## src/rtl/gain_offset.sv

```systemverilog
// Per-channel black-level subtraction, gain, round-half-up and saturation for a
// Bayer pixel stream. Fixed 3-cycle latency; coefficients are shadowed per frame.
module gain_offset #(
  parameter int GAIN_WIDTH      = 12,
  parameter int GAIN_FRAC_WIDTH = 8,
  parameter int PIXEL_WIDTH     = 10,
  parameter int DATA_WIDTH      = 16,
  parameter int COUNT_WIDTH     = 24,
  parameter int DTYPE_WIDTH     = 4,
  parameter logic [DTYPE_WIDTH-1:0] DTYPE_PIXEL       = 4'h0,
  parameter logic [DTYPE_WIDTH-1:0] DTYPE_FRAME_START = 4'h1,
  parameter logic [DTYPE_WIDTH-1:0] DTYPE_FRAME_END   = 4'h2,
  parameter logic [DTYPE_WIDTH-1:0] DTYPE_ROW_START   = 4'h3
) (
  input  logic                     clk,
  input  logic                     resetb,
  input  logic                     enable,
  input  logic [4*GAIN_WIDTH-1:0]  gains,
  input  logic [4*PIXEL_WIDTH-1:0] blacks,
  input  logic                     init_col_phase,
  input  logic                     init_row_phase,
  input  logic                     dvi,
  input  logic [DTYPE_WIDTH-1:0]   dtypei,
  input  logic [DATA_WIDTH-1:0]    datai,
  output logic                     dvo,
  output logic [DTYPE_WIDTH-1:0]   dtypeo,
  output logic [DATA_WIDTH-1:0]    datao,
  output logic [COUNT_WIDTH-1:0]   clip_count
);
  localparam int PW = PIXEL_WIDTH;
  localparam int GW = GAIN_WIDTH;
  localparam int GF = GAIN_FRAC_WIDTH;
  localparam int RND_SHIFT = (GF > 0) ? GF - 1 : 0;
  localparam logic [PW+GW:0] ROUND = (GF > 0) ? ({{(PW+GW){1'b0}}, 1'b1} << RND_SHIFT) : '0;

  logic [4*GW-1:0] gains_reg;
  logic [4*PW-1:0] blacks_reg;
  logic            enable_reg;
  logic            init_col_reg;
  logic            col_reg, row_reg, first_row_reg;

  logic [GW-1:0] gain_ch [4];
  logic [PW-1:0] black_ch [4];

  genvar gi;
  generate
    for (gi = 0; gi < 4; gi++) begin : g_chan
      assign gain_ch[gi]  = gains_reg[gi*GW +: GW];
      assign black_ch[gi] = blacks_reg[gi*PW +: PW];
    end
  endgenerate

  logic is_fs, is_rs, is_pix;
  assign is_fs  = dvi && (dtypei == DTYPE_FRAME_START);
  assign is_rs  = dvi && (dtypei == DTYPE_ROW_START);
  assign is_pix = dvi && (dtypei == DTYPE_PIXEL);

  // Stage 1: black subtraction clamped at zero; the gain is carried along so a
  // following FRAME_START cannot swap it underneath an in-flight pixel.
  logic [1:0]  chan;
  logic [PW:0] diff;
  logic [PW-1:0] d_next;
  assign chan   = {row_reg, col_reg};
  assign diff   = {1'b0, datai[PW-1:0]} - {1'b0, black_ch[chan]};
  assign d_next = diff[PW] ? '0 : diff[PW-1:0];

  logic                   dv1_reg, proc1_reg;
  logic [DTYPE_WIDTH-1:0] dtype1_reg;
  logic [DATA_WIDTH-1:0]  data1_reg;
  logic [PW-1:0]          d1_reg;
  logic [GW-1:0]          gain1_reg;

  logic                   dv2_reg, proc2_reg;
  logic [DTYPE_WIDTH-1:0] dtype2_reg;
  logic [DATA_WIDTH-1:0]  data2_reg;
  logic [PW+GW-1:0]       p2_reg;

  logic [PW+GW-1:0] p_next;
  assign p_next = {{GW{1'b0}}, d1_reg} * {{PW{1'b0}}, gain1_reg};

  logic [PW+GW:0]        r_s3;
  logic                  sat_s3, clip_s3, fe_s3;
  logic [PW-1:0]         pix_s3;
  logic [DATA_WIDTH-1:0] data_s3;
  assign r_s3    = {1'b0, p2_reg} + ROUND;
  assign sat_s3  = |r_s3[PW+GW:PW+GF];
  assign pix_s3  = sat_s3 ? '1 : r_s3[PW+GF-1:GF];
  assign data_s3 = proc2_reg ? {{(DATA_WIDTH-PW){1'b0}}, pix_s3} : data2_reg;
  assign clip_s3 = proc2_reg && sat_s3;
  assign fe_s3   = dv2_reg && (dtype2_reg == DTYPE_FRAME_END);

  logic [COUNT_WIDTH-1:0] cnt_reg, cnt_next;
  assign cnt_next = (clip_s3 && !(&cnt_reg)) ? cnt_reg + {{(COUNT_WIDTH-1){1'b0}}, 1'b1} : cnt_reg;

  always_ff @(posedge clk or negedge resetb) begin
    if (!resetb) begin
      gains_reg     <= '0;
      blacks_reg    <= '0;
      enable_reg    <= 1'b0;
      init_col_reg  <= 1'b0;
      col_reg       <= 1'b0;
      row_reg       <= 1'b0;
      first_row_reg <= 1'b0;
    end else begin
      if (is_fs) begin
        gains_reg     <= gains;
        blacks_reg    <= blacks;
        enable_reg    <= enable;
        init_col_reg  <= init_col_phase;
        col_reg       <= init_col_phase;
        row_reg       <= init_row_phase;
        first_row_reg <= 1'b1;
      end else if (is_rs) begin
        col_reg <= init_col_reg;
        if (first_row_reg) first_row_reg <= 1'b0;
        else               row_reg       <= ~row_reg;
      end else if (is_pix) begin
        col_reg <= ~col_reg;
      end
    end
  end

  always_ff @(posedge clk or negedge resetb) begin
    if (!resetb) begin
      dv1_reg    <= 1'b0;
      proc1_reg  <= 1'b0;
      dtype1_reg <= '0;
      data1_reg  <= '0;
      d1_reg     <= '0;
      gain1_reg  <= '0;
      dv2_reg    <= 1'b0;
      proc2_reg  <= 1'b0;
      dtype2_reg <= '0;
      data2_reg  <= '0;
      p2_reg     <= '0;
      dvo        <= 1'b0;
      dtypeo     <= '0;
      datao      <= '0;
    end else begin
      dv1_reg    <= dvi;
      proc1_reg  <= is_pix && enable_reg;
      dtype1_reg <= dtypei;
      data1_reg  <= datai;
      d1_reg     <= d_next;
      gain1_reg  <= gain_ch[chan];
      dv2_reg    <= dv1_reg;
      proc2_reg  <= proc1_reg;
      dtype2_reg <= dtype1_reg;
      data2_reg  <= data1_reg;
      p2_reg     <= p_next;
      dvo        <= dv2_reg;
      dtypeo     <= dtype2_reg;
      datao      <= data_s3;
    end
  end

  // A FRAME_START entering the pipe clears the counter even over a clip.
  always_ff @(posedge clk or negedge resetb) begin
    if (!resetb) begin
      cnt_reg    <= '0;
      clip_count <= '0;
    end else begin
      if (fe_s3) clip_count <= cnt_next;
      if (is_fs || fe_s3) cnt_reg <= '0;
      else                cnt_reg <= cnt_next;
    end
  end
endmodule

```

## config.mk

```make
export PLATFORM = sky130hd
export DESIGN_NAME = gain_offset
export DESIGN_NICKNAME = d
export VERILOG_FILES = /design/src/rtl/gain_offset.sv
export SDC_FILE = /design/constraint.sdc
export NUM_CORES = 1
export LEC_CHECK = 0
export ABC_CLOCK_PERIOD_IN_PS = 6910
export BUFFER_PORTS_ARGS = -buffer_cell sky130_fd_sc_hd__buf_2
export CORE_MARGIN = 2
export CORE_UTILIZATION = 45
export DETAILED_ROUTE_END_ITERATION = 16
export SETUP_SLACK_MARGIN = 0.3
export SLEW_MARGIN = 40
export SYNTH_ARGS = -nofsm -noshare
export SYNTH_HDL_FRONTEND = slang
export SYNTH_SLANG_ARGS = --single-unit
```

## constraint.sdc

```tcl
create_clock -name clk -period 6.91 [get_ports clk]
set_input_delay 0 -clock clk [delete_from_list [all_inputs] [get_ports clk]]
set_output_delay 0 -clock clk [all_outputs]
set_load 0.02 [all_outputs]
```

==> impl_metrics.csv <==
group,metric,value,unit
job,maxCapViolCount,0,
drt,postRouteAntennaNets,0,
layout,largest_reg_flops,48,
die,core_area,28800,µm²
drt,first_iter_violations,417,
critical_path,worst-r2r-setup-slack,1.37,ns
power_and_ir_drop,power_switching,2560,µW
timing,fmax,0.181,GHz
logic_synthesis,synth_seq_cells,243,
die,start_util,45.8,%
die,io_pins,159,
status,status,"finished, violations left",
layout,area_growth,25.4,%
clocking,worst_skew_pair.late_latency,0.57,ns
timing,rsz0062_at_grt,"no",
logic_synthesis,synth.net_count,1369,
drt,wl_per_cell,15.8,µm
clocking,htreeDepth,1,
grt,antenna_found_initial,0,
place,gp_congestion,0.861,
critical_path,critPathSlowestCell,"dfrtp_1",
critical_path,worstPathCellList,"nand2_1, fa_1, fa_1, inv_1, fa_1, fa_1, inv_1, fa_1, inv_1, ha_1, a21oi_1, nor2_1, a211oi_1, a311oi_2, o31a_1, o21ai_1, nand2b_1, xnor2_1",
grt,grt_pass1_wl,46400,µm
logic_synthesis,ys_types,56,
layout,layout_commonest_cell,"dfrtp_1",
clocking,tritoncts,"built",
place,io_buffer_count,158,
layout,diodes,0,
logic_synthesis,syn-cell-area,13200,µm²
drt,drt_wl_total,28000,µm
critical_path,crit_required,7.33,ns
drt,viasPerCell,4.93,
timing,max_slew_margin,47.5,%
timing,fin_crit_sh,80.1,%
logic_synthesis,synth_edf_count,0,
place,placed_area,14400,µm²
clocking,numCtsBuffers,28,
logic_synthesis,ys_seq_area_share,46.1,%
power_and_ir_drop,p_clk_share,24.0,%
power_and_ir_drop,peakVddDrop,0.208,mV
drt,route.detailed.drc,0,
logic_synthesis,synth.avg_cell_area,11.9,µm²
logic_synthesis,synth.top_cell.area_share,46.1,%
layout,num-fill-cells,2415,
critical_path,cp_max_fo,12,
power_and_ir_drop,p_leak,0.00796,µW
layout,nets,1628,
critical_path,slowest_delay,0.57,ns
timing,report.final.slew_viol_count,0,
critical_path,cp_common_cell,"fa_1",
power_and_ir_drop,finalPower,6760,µW
grt,overflow,0,
die,dieHeight,175,µm
timing,hold_violations,2,
grt,track_usage,18.7,%
die,dieWidth,175,µm
power_and_ir_drop,powerDensity,409,nW/µm²
critical_path,timing.rr.start,"d1_reg[9]",
clocking,cts_max_path_buffers,3,
drt,drtPass1Iterations,4,
clocking,clockRootBuffer,"clkbuf_16",
clocking,path_clk_slew,0.06,ns
timing,setup_tns,0,ns
die,rows,62,
grt,grt_pass1_vias,9076,
place,dp_hpwl,19600,µm
critical_path,path_class,"reg -> reg",
drt,vias,8740,
logic_synthesis,synth_area_leaders,"dfrtp_1 46%, fa_1 12%, mux2_2 7.7%",
timing,min_period,5.54,ns
layout,final_cell_mix,"243 x dfrtp_1, 157 x buf_2, 113 x dlygate4sd3_1, 102 x inv_1, 94 x nor2_1",
hold_path,hold_class,"in -> async",
power_and_ir_drop,pwr-share-comb,45.6,%
timing,clock-skew-final,0.0471,ns
logic_synthesis,synth_warnings,0,
critical_path,reg2reg_depth,18,
timing,whs,-0.00514,ns
clocking,clock_sinks,243,
timing,setup_viol,0,
grt,grt_max_degree,107,
critical_path,timing.critical_path.to_type,"register",
status,violations,"hold timing",
power_and_ir_drop,p_int,4200,µW
critical_path,start_kind,"register",
logic_synthesis,synth_top_area_cell,"dfrtp_1",
logic_synthesis,synthArstFlopShare,100,%
layout,stdcell_area,16500,µm²
critical_path,r2r_end,"p2_reg[21]",
clocking,post_cts_buffers,0,
layout,layout-drive-gt1-share,24.6,%
power_and_ir_drop,switching_share,37.9,%
timing,worstMarginPinSlew,0.786,ns
power_and_ir_drop,p_seq_share,30.5,%
clocking,cts.repair.resized,0,
logic_synthesis,synth-main-ff-cell,"dfrtp_1",
logic_synthesis,postSynthCellCount,1110,
die,die-area,30700,µm²
critical_path,cp.arrival,5.95,ns
-- per-layer routing --
| layer | up-vias | wire length (µm) | GRT usage, % |
|---|---|---|---|
| met5 | - | 0 | 0 |
| met4 | 0 | 483 | 3.85 |
| met3 | 44 | 1620 | 3.68 |
| met2 | 206 | 12700 | 29.8 |
| met1 | 4313 | 13200 | 26.7 |
| li1 | 4177 | - | - |
-- worst max-delay path, delay by kind of cell (launching register included) --
kind | cells | cell delay [ns]
buffers and inverters | 3 | 0.15
flip-flops | 1 | 0.57
adder cells (fa/ha/maj) | 6 | 2.97
AND/OR/NAND/NOR | 3 | 0.30
AO/OA/AOI/OAI | 5 | 1.30
XOR/XNOR | 1 | 0.12
-- Yosys cell counts (6+ instances only) --
cell / instances
a21o_1: 7
a21oi_1: 45
and2_1: 69
and3_1: 11
buf_2: 9
clkbuf_1: 35
dfrtp_1: 243
fa_1: 78
ha_1: 67
inv_1: 102
mux2_2: 90
mux4_2: 22
nand2_1: 78
nand3_1: 18
nand4_1: 10
nor2_1: 95
nor2b_1: 8
nor4_1: 6
o21ai_0: 7
xnor2_1: 25
xor2_1: 26
-- through the flow --
stage	cells	utilization, %	setup WS [ns]
after floorplan	1110	-	1.69
after global placement	1609	49.8	1.43
after detailed placement	1610	49.9	1.40
after CTS	1773	57.4	1.34
after global routing	1773	57.4	1.03
final	1773	57.4	1.37
-- final cells by class --
type	instances	area (µm²)	area share [%]
Multi-Input combinational cell	716	6520	39.5
Sequential cell	243	6080	36.8
Timing Repair Buffer	278	2020	12.2
Clock buffer	33	759	4.60
Tap cell	384	480	2.91
Inverter	102	383	2.32
Clock inverter	17	279	1.69
-- worst max-delay path by stage --
stage,end,cells past startpoint,slack [ns],startpoint
floorplan,p2_reg[21],19,1.69,d1_reg[9]
global placement,p2_reg[21],18,1.43,d1_reg[9]
detailed placement,p2_reg[21],18,1.40,d1_reg[9]
CTS,p2_reg[21],18,1.34,d1_reg[9]
global route,p2_reg[21],18,1.03,d1_reg[9]
finish,p2_reg[21],18,1.37,d1_reg[9]
-- power by group through the flow --
stage               sequential [µW]  combinational (µW)  clock, µW
finish                         2060                3080       1620
global route                   2110                3560       1720
CTS                            2060                3140       1660
detailed placement             2080                3050          0
global placement               2070                3020          0
floorplan                      1940                2480          0
-- kinds of logic after synthesis --
group                      Yosys count  share of synthesized area [%]
xor gates and xnor gates            51                           3.39
muxes                              113                           11.5
DFF                                243                           46.1
buffers and inverters              151                           4.47
adders and majority gates          145                           18.2
and+or+nand+nor                    322                           12.2
AOI/OAI and AO/OA                   85                           4.08
-- timing repair --
| action | in CTS | in global routing |
|---|---|---|
| endpoints found under the setup margin | 0 | 0 |
| hold buffers | 113 | 0 |
| endpoints found under the hold margin | 261 | 0 |
Note: power is estimated with default switching activity, not from simulation.
